### src/rtl/word_serializer_pkg.sv
// Package for the word serializer: word/select widths and FSM state codes.
package word_serializer_pkg;

  localparam int WIDTH = 32;  // word width, fixed to match the 32:1 mux
  localparam int SEL_W = 5;   // select width, log2(WIDTH)

  typedef enum logic {
    ST_IDLE  = 1'b0,
    ST_SHIFT = 1'b1
  } state_t;

endpackage

### src/rtl/word_serializer_mux.sv
// 32:1 bit mux used by the word serializer.
// Ports:
//   x  in  WIDTH  word whose bits are selected
//   s  in  SEL_W  select index
//   y  out 1      x[s]
module word_serializer_mux
  import word_serializer_pkg::*;
(
  input  logic [WIDTH-1:0] x,
  input  logic [SEL_W-1:0] s,
  output logic             y
);

  assign y = x[s];

endmodule

### src/rtl/word_serializer.sv
// Parallel-to-serial stage: captures a 32-bit word on a load handshake and
// emits it one bit per accepted beat on a valid/ready stream, LAST on the
// final bit. Bit order is X[0]..X[31], or X[31]..X[0] when MSB_FIRST=1.
//
// Handshakes: a transfer happens on a rising edge where valid and ready are
// both high. valid never depends on ready; once bit_valid is raised, bit_out,
// last and s hold until the bit is accepted or the word is aborted.
//
// Ports:
//   clk         in   1      clock, rising edge
//   rst_n       in   1      asynchronous active-low reset
//   load_valid  in   1      a word is offered on d
//   load_ready  out  1      block can accept a word (state is IDLE)
//   d           in   32     word to serialize
//   abort       in   1      synchronous cancel of the word in flight
//   bit_valid   out  1      bit_out holds a valid bit
//   bit_ready   in   1      consumer accepts the bit
//   bit_out     out  1      current bit X[s]; 0 when bit_valid=0
//   last        out  1      high with the final bit of the word
//   s           out  5      current mux select
//   dbg_state   out  1      FSM state (0=IDLE, 1=SHIFT)
module word_serializer
  import word_serializer_pkg::*;
#(
  parameter bit MSB_FIRST = 1'b0
) (
  input  logic             clk,
  input  logic             rst_n,
  input  logic             load_valid,
  output logic             load_ready,
  input  logic [WIDTH-1:0] d,
  input  logic             abort,
  output logic             bit_valid,
  input  logic             bit_ready,
  output logic             bit_out,
  output logic             last,
  output logic [SEL_W-1:0] s,
  output logic             dbg_state
);

  localparam logic [SEL_W-1:0] SEL_FIRST = MSB_FIRST ? SEL_W'(WIDTH - 1) : '0;
  localparam logic [SEL_W-1:0] SEL_END   = MSB_FIRST ? '0 : SEL_W'(WIDTH - 1);

  state_t           state;
  logic [WIDTH-1:0] x;
  logic [SEL_W-1:0] s_next;
  logic             mux_y;

  // Only used when s is not the end index, so it never wraps.
  assign s_next = MSB_FIRST ? (s - SEL_W'(1)) : (s + SEL_W'(1));

  // bit_valid and last are registered alongside the state so they always
  // agree with it: bit_valid == SHIFT, last == SHIFT && s == end index.
  always_ff @(posedge clk or negedge rst_n) begin
    if (!rst_n) begin
      state     <= ST_IDLE;
      x         <= '0;
      s         <= '0;
      bit_valid <= 1'b0;
      last      <= 1'b0;
    end else begin
      case (state)
        ST_IDLE: begin
          // abort is meaningless here and must not block the load
          if (load_valid) begin
            x         <= d;
            s         <= SEL_FIRST;
            state     <= ST_SHIFT;
            bit_valid <= 1'b1;
            last      <= 1'b0;
          end
        end
        ST_SHIFT: begin
          // abort wins over bit_ready, including on the final bit
          if (abort) begin
            state     <= ST_IDLE;
            bit_valid <= 1'b0;
            last      <= 1'b0;
          end else if (bit_ready) begin
            if (s == SEL_END) begin
              state     <= ST_IDLE;
              bit_valid <= 1'b0;
              last      <= 1'b0;
            end else begin
              s    <= s_next;
              last <= (s_next == SEL_END);
            end
          end
        end
        default: begin
          state     <= ST_IDLE;
          bit_valid <= 1'b0;
          last      <= 1'b0;
        end
      endcase
    end
  end

  word_serializer_mux u_mux (
    .x (x),
    .s (s),
    .y (mux_y)
  );

  assign load_ready = (state == ST_IDLE);
  assign bit_out    = mux_y & bit_valid;
  assign dbg_state  = (state == ST_SHIFT);

endmodule

### config.mk
export PLATFORM = sky130hd
export DESIGN_NAME = word_serializer
export DESIGN_NICKNAME = d
export VERILOG_FILES = /design/src/rtl/word_serializer_pkg.sv /design/src/rtl/word_serializer_mux.sv /design/src/rtl/word_serializer.sv
export SDC_FILE = /design/constraint.sdc
export NUM_CORES = 1
export LEC_CHECK = 0
export CELL_PAD_IN_SITES_DETAIL_PLACEMENT = 0
export CELL_PAD_IN_SITES_GLOBAL_PLACEMENT = 1
export CORE_MARGIN = 2
export CORE_UTILIZATION = 37
export CTS_CLUSTER_DIAMETER = 30
export CTS_CLUSTER_SIZE = 30
export DETAILED_ROUTE_END_ITERATION = 16
export PLACE_DENSITY_LB_ADDON = 0.3
export RECOVER_POWER = 50
export REMOVE_ABC_BUFFERS = 1
export SLEW_MARGIN = 20
export SYNTH_ARGS = -nofsm -noshare
export SYNTH_HDL_FRONTEND = slang
export SYNTH_HIERARCHICAL = 1
export SYNTH_SLANG_ARGS = --single-unit
export TNS_END_PERCENT = 50
### constraint.sdc
create_clock -name clk -period 2.4 [get_ports clk]
set_clock_uncertainty 0.1 [all_clocks]
set_input_delay 0.48 -clock clk [delete_from_list [all_inputs] [get_ports clk]]
set_output_delay 0.48 -clock clk [all_outputs]
set_load 0.005 [all_outputs]
==> results.cfg, run 1 <==
[floorplan]
start_util_pct = 38.7
ioPinCount = 47
core_area_sq_um = 5140
rows = 26
die-area_sq_um = 5980
die_h_um = 77.3
die_x_um = 77.3

[logic_synthesis]
synth_seq_cells = 40
synthFlopType = dfrtp_1
synth_area_leaders = dfrtp_1 50%, nand2_1 20%, mux2i_1 8.6%
yosysWarnings = 6
synth-edff-count = 0
synth.mux.area_fraction_pct = 8.56
syn_area_sq_um = 1990
synth_common_cells = 104 x nand2_1, 40 x dfrtp_1, 17 x mux2i_1, 7 x nand3_1
synthSimpleGateAreaFrac_pct = 27.2
syn_avg_cell_area_sq_um = 8.92
syn_inst = 223
synth_largest_area_cell = dfrtp_1
synth_top_family_by_area = simple AND/OR/NAND/NOR gates
synth-xor-area-share_pct = 0.881
synth_most_common_cell = nand2_1
synth_async_sr_flop_share_pct = 100
synth_compound_area_share_pct = 6.10
synthDistinctLibCells = 28
synth_adder_area_share_pct = 1.89
synth_top_area_share_pct = 50.3
ys_seq_area_share_pct = 50.3

[clock_network]
cts_max_level = 2
clock_path_buffers = 2
cts_made_buffers = 5
worstSkewPairLatency_ns = 0.29
cts_tree = yes
clkSlewWorstSetupHoldPaths_ns = 0.08
clockRootBuffer = clkbuf_8
clock_sinks = 40

[drt]
vias_per_cell = 4.61
drtAntennaViolNets = 0
vias = 1622
drt_wl_total_um = 4300
drtIter0Drc = 64
wl_per_cell_um = 12.2
first_pass_iters = 4
drc = 0

[power_and_ir_drop]
power.density_nw_per_um2 = 723
vdd_drop_max_mv = 0.414
power.total_mw = 1.94
p_leak_nw = 1.28

[sta]
max_freq_mhz = 408
fin_setup_tns_ns = -0.0519
setup_viol = 1
slew_headroom_pct = 27.4
rsz0062_at_grt = yes
finalCritPeriodShare_pct = 102
worst_pin_slew_ns = 1.09
setup_ws_ns = -0.0519
drv_slew = 0
period_needed_ns = 2.45
hold_viol = 0

[job]
max-cap-violations = 0

[setup_path]
required_ns = 1.82
end_kind = output port
critPathSlowestCell = dfrtp_1
cpPeakStageDelay_ns = 0.40
critPathMaxFanout = 7
crit_path_start = s[1]
setup.worst_path.class = register to output port
path_buf_inv = 2
path_cells = buf_6 > mux2i_1 > a22oi_1 > nand4b_1 > a21oi_1 > a311o_1 > and2_1 > buf_2
cp_top_family = compound AO/OA/AOI/OAI gates
arrival_ns = 1.87
r2r-start = s[1]
startpoint_type = register

[final_layout]
final_cell_area_sq_um = 2680
nets = 321
diodes = 0
syn_to_final_growth_pct = 35.0
fill_cells = 551
drive_gt1_share_pct = 8.16

[global_routing]
grt_overflow = 0
track_usage_pct = 15.7
antenna_found_initial = 0
grt_max_degree = 38
grt_pass1_wl_um = 7420
first_global_vias = 1608

[min_path]
min_path_type = register to register
min_from = x[27]

[place]
hpwl_um = 3240
portBuffers = 46
routabilityCongestion = 0.812
place_area_sq_um = 2530

[outcome]
status = finished, violations left
violations = negative setup slack
repair_timing:
item                                   4_1_cts  5_1_grt
pin swaps                                    4        2
setup endpoints to repair                    1        1
resized for setup                            7        1
cloned                                       1        0
hold buffers                                 1        0
buffers inserted                             1        2
endpoints found under the hold margin        1        0
logic make-up after synthesis:
logic type / Yosys count
xor gates and xnor gates: 2
adders and majority gates: 3
and+or+nand+nor: 129
muxes: 17
AOI/OAI and AO/OA: 18
DFF: 40
buffers and inverters: 14
metrics by stage:
stage                     hold WS [ns]  cells  utilization [%]  worst slack (ns)
final                            0.379    352             52.2           -0.0519
after global routing             0.404    352             52.2            -0.169
after CTS                        0.382    350             52.2           -0.0721
after detailed placement         0.174    339             49.2            -0.109
after global placement           0.175    339             49.2           -0.0525
after floorplan                 0.0844    212                -            0.0267
cells in the final DEF (no fill, tap or decap):
cell type / synthesis / layout
dlygate4sd3_1: 0 / 2
and3_1: 1 / 1
nor2b_1: 2 / 2
nand2_1: 104 / 104
clkbuf_8: 0 / 7
inv_1: 3 / 3
xor2_1: 2 / 2
o21ai_0: 5 / 5
bufinv_16: 0 / 1
o41ai_2: 1 / 1
nand4b_1: 1 / 1
buf_2: 4 / 1
mux2i_1: 17 / 17
nand2b_1: 2 / 2
a211oi_1: 1 / 1
and2_1: 2 / 2
ha_2: 0 / 1
a311o_1: 1 / 1
a22oi_1: 4 / 4
buf_6: 1 / 2
buf_4: 5 / 10
clkdlybuf4s50_1: 0 / 43
a21oi_1: 5 / 5
nor3b_1: 3 / 3
dfrtp_1: 40 / 40
and2b_1: 1 / 1
nand4_1: 1 / 1
a21o_1: 1 / 1
nor2_1: 4 / 4
clkbuf_1: 0 / 4
nand4bb_1: 1 / 1
ha_1: 3 / 2
nand3_1: 7 / 7
worst reg2reg max path: cells and delay by family, from the launching register on:
family / cells / cell delay, ns
muxes: 1 / 0.12
AOI/OAI and AO/OA: 1 / 0.19
and+or+nand+nor: 2 / 0.36
DFF: 1 / 0.42
adders and majority gates: 2 / 0.38
buffers and inverters: 4 / 0.62
area by class of cell:
type | instances | area, sq um | area share (%)
clock inverter | 1 | 30.0 | 1.12
clock buffer | 7 | 96.3 | 3.59
inverter | 3 | 11.3 | 0.420
tap | 70 | 87.6 | 3.26
multi-input combinational | 169 | 890 | 33.1
timing repair buffer | 62 | 568 | 21.2
sequential | 40 | 1000 | 37.3
worst paths after layout:
kind                           end  slack [ns]  cells past startpoint
max                        bit_out       -0.05                      8
min                          x[27]        0.38                      2
max reg2reg                   s[2]        0.11                     10
min reg2reg                  x[27]        0.38                      2
max in group asynchronous    x[28]        0.58                      3
min in group asynchronous    x[21]        0.40                      2
per-layer routing:
layer | share of wire, % | global-route usage [%]
met5 | 0 | 0
met4 | 1.5 | 5.89
met3 | 3.6 | 2.94
met2 | 46 | 25.7
met1 | 49 | 20.7
flip-flops by register name, indices dropped and copies added, names as in the netlist:
register   cells
x             32
last           1
s              5
dbg_state      1
bit_valid      1
power breakdown:
group,switching [mW],internal (mW),total [mW]
Clock,0.237,0.367,0.604
Combinational,0.216,0.240,0.456
Sequential,0.0831,0.796,0.879
No activity file was read; power rests on OpenSTA's default activity.
==> run 2, diff against run 1 <==
--- a/config.mk
+++ b/config.mk
@@ -14,2 +14,3 @@
 export DETAILED_ROUTE_END_ITERATION = 16
+export GPL_ROUTABILITY_DRIVEN = 0
 export PLACE_DENSITY_LB_ADDON = 0.3
--- a/constraint.sdc
+++ b/constraint.sdc
@@ -4,2 +4,2 @@
 set_output_delay 0.48 -clock clk [all_outputs]
-set_load 0.005 [all_outputs]
+set_load 0.01 [all_outputs]
==> run 2 against run 1 <==
Effect of this change: the flow still finishes with violations (negative setup slack); critical path depth rose by 1; combinational power rose by 5.7%; non-clock buffer count rose by 1; via count rose by 0.37%; maximum frequency fell by 0.68%; core utilization rose by 0.34 points; design area rose by 0.65%; setup slack got worse by 0.017 ns; critical endpoint unchanged; largest cell class unchanged; highest routed layer unchanged.
==> results.cfg, run 2 (synthesis results as in run 1) <==
[clock_network]
cts_max_level = 2
clockRootBuffer = clkbuf_8
clkSlewWorstSetupHoldPaths_ns = 0.08
worstSkewPairLatency_ns = 0.29
cts_hold_buf = 0
clock_sinks = 40
cts_made_buffers = 5
clock_path_buffers = 2
cts_tree = yes

[setup_path]
end_kind = output port
critPathMaxFanout = 6
arrival_ns = 1.89
crit_path_start = s[1]
r2r-start = s[1]
setup.worst_path.class = register to output port
r2r_cells = 10
startpoint_type = register
required_ns = 1.82

[floorplan]
ioPinCount = 47
core_area_sq_um = 5140
start_util_pct = 38.7
die_h_um = 77.3
die_x_um = 77.3
die-area_sq_um = 5980
rows = 26

[drt]
met1_length_um = 2120
drtAntennaViolNets = 0
drc = 0
vias = 1628
drt_wl_total_um = 4330
wl_met2_um = 1960
wl_per_cell_um = 12.3
first_pass_iters = 4
drtIter0Drc = 89
routed.top_layer = met4
wl_met3_um = 191
vias_per_cell = 4.61

[sta]
max_freq_mhz = 405
rsz0062_at_grt = yes
hold_viol = 0
worst_pin_slew_ns = 1.11
drv_slew = 0
setup_viol = 1
setup_ws_ns = -0.0687
slew_headroom_pct = 25.7
finalCritPeriodShare_pct = 103
period_needed_ns = 2.47

[final_layout]
final_common_cell = nand2_1
largest_register = x
diodes = 0
final_cell_area_sq_um = 2700
top_regs = x x32, s x5
final_cell_mix = 104 x nand2_1, 43 x clkdlybuf4s50_1, 40 x dfrtp_1
nets = 322
drive_gt1_share_pct = 9.54
largest_reg_flops = 32
syn_to_final_growth_pct = 35.9
fill_cells = 543

[global_routing]
first_global_vias = 1607
grt_max_degree = 38
antenna_found_initial = 0
track_usage_pct = 15.4
grt_overflow = 0
grt_pass1_wl_um = 7420

[outcome]
status = finished, violations left
violations = negative setup slack

[job]
max-cap-violations = 0

[power_and_ir_drop]
power.total_mw = 1.93
vdd_drop_max_mv = 0.445
p_leak_nw = 1.29
power.density_nw_per_um2 = 714

[place]
portBuffers = 46
hpwl_um = 3140
pre_cts_slack_ns = -0.152
place_area_sq_um = 2530

[min_path]
min_path_type = input pin to async pin
[run 2: area by class of cell]
| class | instances | area [sq um] | area share, % |
|---|---|---|---|
| clock buffers | 5 | 68.8 | 2.55 |
| clock inverters | 3 | 46.3 | 1.71 |
| inverters | 3 | 11.3 | 0.417 |
| multi-input cells | 169 | 892 | 33.0 |
| flip-flops and latches | 40 | 1000 | 37.1 |
| well taps | 70 | 87.6 | 3.24 |
| repair buffers | 63 | 594 | 22.0 |
[run 2: timing repair]
action | 4_1_cts | 5_1_grt
endpoints found under the setup margin | 1 | 1
pin swaps | 7 | 0
gates resized for setup | 7 | 1
setup buffers | 3 | 3
[run 2: path summary, 6_finish.rpt]
kind / slack [ns] / end
setup reg to reg: 0.09 / s[2]
min in group clk: 0.38 / x[27]
hold reg to reg: 0.38 / x[27]
hold / removal: 0.27 / x[17]
setup / recovery: -0.07 / bit_out
max in group asynchronous: 0.81 / x[2]
[run 2: through the flow]
step           TNS (ns)  hold slack [ns]  cells  utilization [%]
2_1_floorplan   -0.0202           0.0844    212                -
3_3_place_gp    -0.0752            0.354    339             49.2
3_5_place_dp     -0.152            0.363    339             49.2
4_1_cts         -0.0737           0.0486    350             52.0
5_1_grt          -0.177            0.356    353             52.6
6_report        -0.0687            0.272    353             52.6
[run 2: critical path, cell delays in order, from the launching register on]
cell and delay, ns:
dfrtp_1 0.40, buf_6 0.15, buf_12 0.12, mux2i_1 0.14
a22oi_1 0.09, nand4b_1 0.10, a21oi_1 0.05, a311o_1 0.29
and2_1 0.13, buf_2 0.13
[run 2: where the power goes]
part	internal (mW)	switching, mW
Sequential	0.796	0.0825
Combinational	0.254	0.229
Clock	0.313	0.253
Total	1.36	0.565
[run 2: metal layers]
| layer | vias to the layer above | track usage, % |
|---|---|---|
| li1 | 845 | - |
| met1 | 742 | 20.7 |
| met2 | 34 | 25.3 |
| met3 | 7 | 3.53 |
| met4 | 0 | 3.75 |
| met5 | - | 0 |
==> run 3, diff against run 2 <==
Settings changed: GPL_TIMING_DRIVEN from default to 0.
==> run 3 against run 2 <==
Effect of this change: the flow still finishes with violations (negative setup slack); sequential power rose by 0.8%; design area is 2.0% lower; clock power decreased by 4.8%; clock-buffer cell count up 1; via count decreased by 3.0%; first-iteration DRC count shrank 52%; critical path type unchanged; highest routed layer unchanged.
==> results.cfg, run 3 (synthesis results as in run 1) <==
[outcome]
status = finished, violations left
violations = negative setup slack

[clock_network]
cts_made_buffers = 5
clock_sinks = 40
clockRootBuffer = clkbuf_8
clock_path_buffers = 2
worstSkewPairLatency_ns = 0.29
cts_tree = yes
cts_max_level = 2
clkSlewWorstSetupHoldPaths_ns = 0.08

[sta]
worst_pin_slew_ns = 0.741
slew_headroom_pct = 50.6
rsz0062_at_grt = yes
fin_setup_tns_ns = -0.207
setup_ws_ns = -0.207
hold_viol = 0
drv_slew = 0
period_needed_ns = 2.61
max_freq_mhz = 384
setup_viol = 1
finalCritPeriodShare_pct = 109

[global_routing]
grt.met3_usage_pct = 4.47
grt_pass1_wl_um = 7390
antenna_found_initial = 0
first_global_vias = 1646
grt_overflow = 0
grt_use_met2_pct = 26.3
grt_max_degree = 38
grt_use_met1_pct = 19.3
grt-busiest-layer = met2
track_usage_pct = 15.6

[drt]
vias = 1579
drtIter0Drc = 43
drc = 0
vias_per_cell = 4.63
first_pass_iters = 4
drtAntennaViolNets = 0
wl_per_cell_um = 12.3
drt_wl_total_um = 4210

[floorplan]
rows = 26
core_area_sq_um = 5140
start_util_pct = 38.7
die_x_um = 77.3
die-area_sq_um = 5980
die_h_um = 77.3
ioPinCount = 47

[setup_path]
r2r_setup_slack_ns = 0.19
r2r-start = s[1]
cpPeakStageDelay_ns = 0.55
required_ns = 1.82
arrival_ns = 2.03
startpoint_type = register
path_cells = buf_12 > mux2i_2 > a22oi_2 > nand3_1 > nand2_1 > a311o_1 > and2_1 > buf_2
critPathSlowestCell = dfrtp_4
r2r_cells = 7
worst_r2r_endpoint = s[2]
critPathMaxFanout = 6
setup.worst_path.class = register to output port
end_kind = output port

[final_layout]
diodes = 0
largest_register = x
final_cell_mix = 104 x nand2_1, 42 x clkdlybuf4s50_1, 37 x dfrtp_1
syn_to_final_growth_pct = 33.2
drive_gt1_share_pct = 8.49
largest_reg_flops = 32
final_common_cell = nand2_1
utilization_pct = 51.5
top_regs = x x32, s x5
nets = 310

[place]
portBuffers = 46
hpwl_um = 2810

[job]
max-cap-violations = 0

[power_and_ir_drop]
switching_share_pct = 28.7
power.density_nw_per_um2 = 711
intPower_mw = 1.34
p_leak_nw = 1.24
power.total_mw = 1.88
vdd_drop_max_mv = 0.263
comb_power_share_pct = 24.2
clockPowerShare_pct = 28.7
pwr-share-seq_pct = 47.1
switching_power_mw = 0.540

[min_path]
hold_depth = 2
min_from = x[8]
min_path_type = register to register
holdPathEnd = x[8]
## run 3: cell count changes in the layout (fill, tap and decap cells not counted), moves of 2 or more
cell and change:
buf_4 -11, dfrtp_1 -3, dfrtp_2 +2, dlygate4sd3_1 +2, mux2i_1 -2, mux2i_2 +2
## run 3: layout make-up
cell class	instances	area (sq um)
clock buffers	6	72.6
flip-flops and latches	40	1010
repair buffers	51	507
clock inverters	2	35.0
fillers	547	2490
well taps	70	87.6
inverters	3	11.3
multi-input cells	169	927
## run 3: metal layers
layer | share of wire [%] | vias up
met1 | 47 | 708
met2 | 46 | 40
met3 | 4.6 | 7
met4 | 1.9 | 0
met5 | 0 | -
li1 | - | 824
## run 3: worst max path at each step
stage | from | endpoint | slack (ns)
after floorplan | s[1] | bit_out | -0.02
after global placement | load_valid | s[2] | -0.90
after detailed placement | s[1] | bit_out | -0.82
after CTS | s[1] | bit_out | -0.17
after global routing | s[1] | bit_out | -0.33
final | s[1] | bit_out | -0.21
## run 3: metrics by stage
stage	instance area [sq um]	hold WS, ns	setup slack, ns	std cells
2_1_floorplan	1900	0.0844	-0.0197	212
3_3_place_gp	2450	0.358	-0.904	328
3_5_place_dp	2470	0.299	-0.823	329
4_1_cts	2630	0.380	-0.171	341
5_1_grt	2650	0.401	-0.328	341
6_report	2650	0.374	-0.207	341
## run 3: power groups by stage
stage	clock (mW)	sequential, mW	combinational [mW]
after floorplan	0	0.889	0.236
after global placement	0	0.906	0.406
after detailed placement	0	0.911	0.416
after CTS	0.557	0.882	0.455
after global routing	0.581	0.906	0.518
final	0.540	0.886	0.455
## run 3: timing repair
item                                    4_1_cts  5_1_grt
hold endpoints to repair                     12        0
pin swaps                                     3        0
setup buffers                                 3        0
gates resized for setup                       8        7
endpoints found under the setup margin        7        5
hold buffers                                  1        0
## run 3: worst max-delay path, delay by kind of cell, from the launching register on
family	cells	cell delay (ns)
buf+inv	2	0.30
simple gates	3	0.28
mux	1	0.21
compound gates	2	0.39
flops	1	0.55
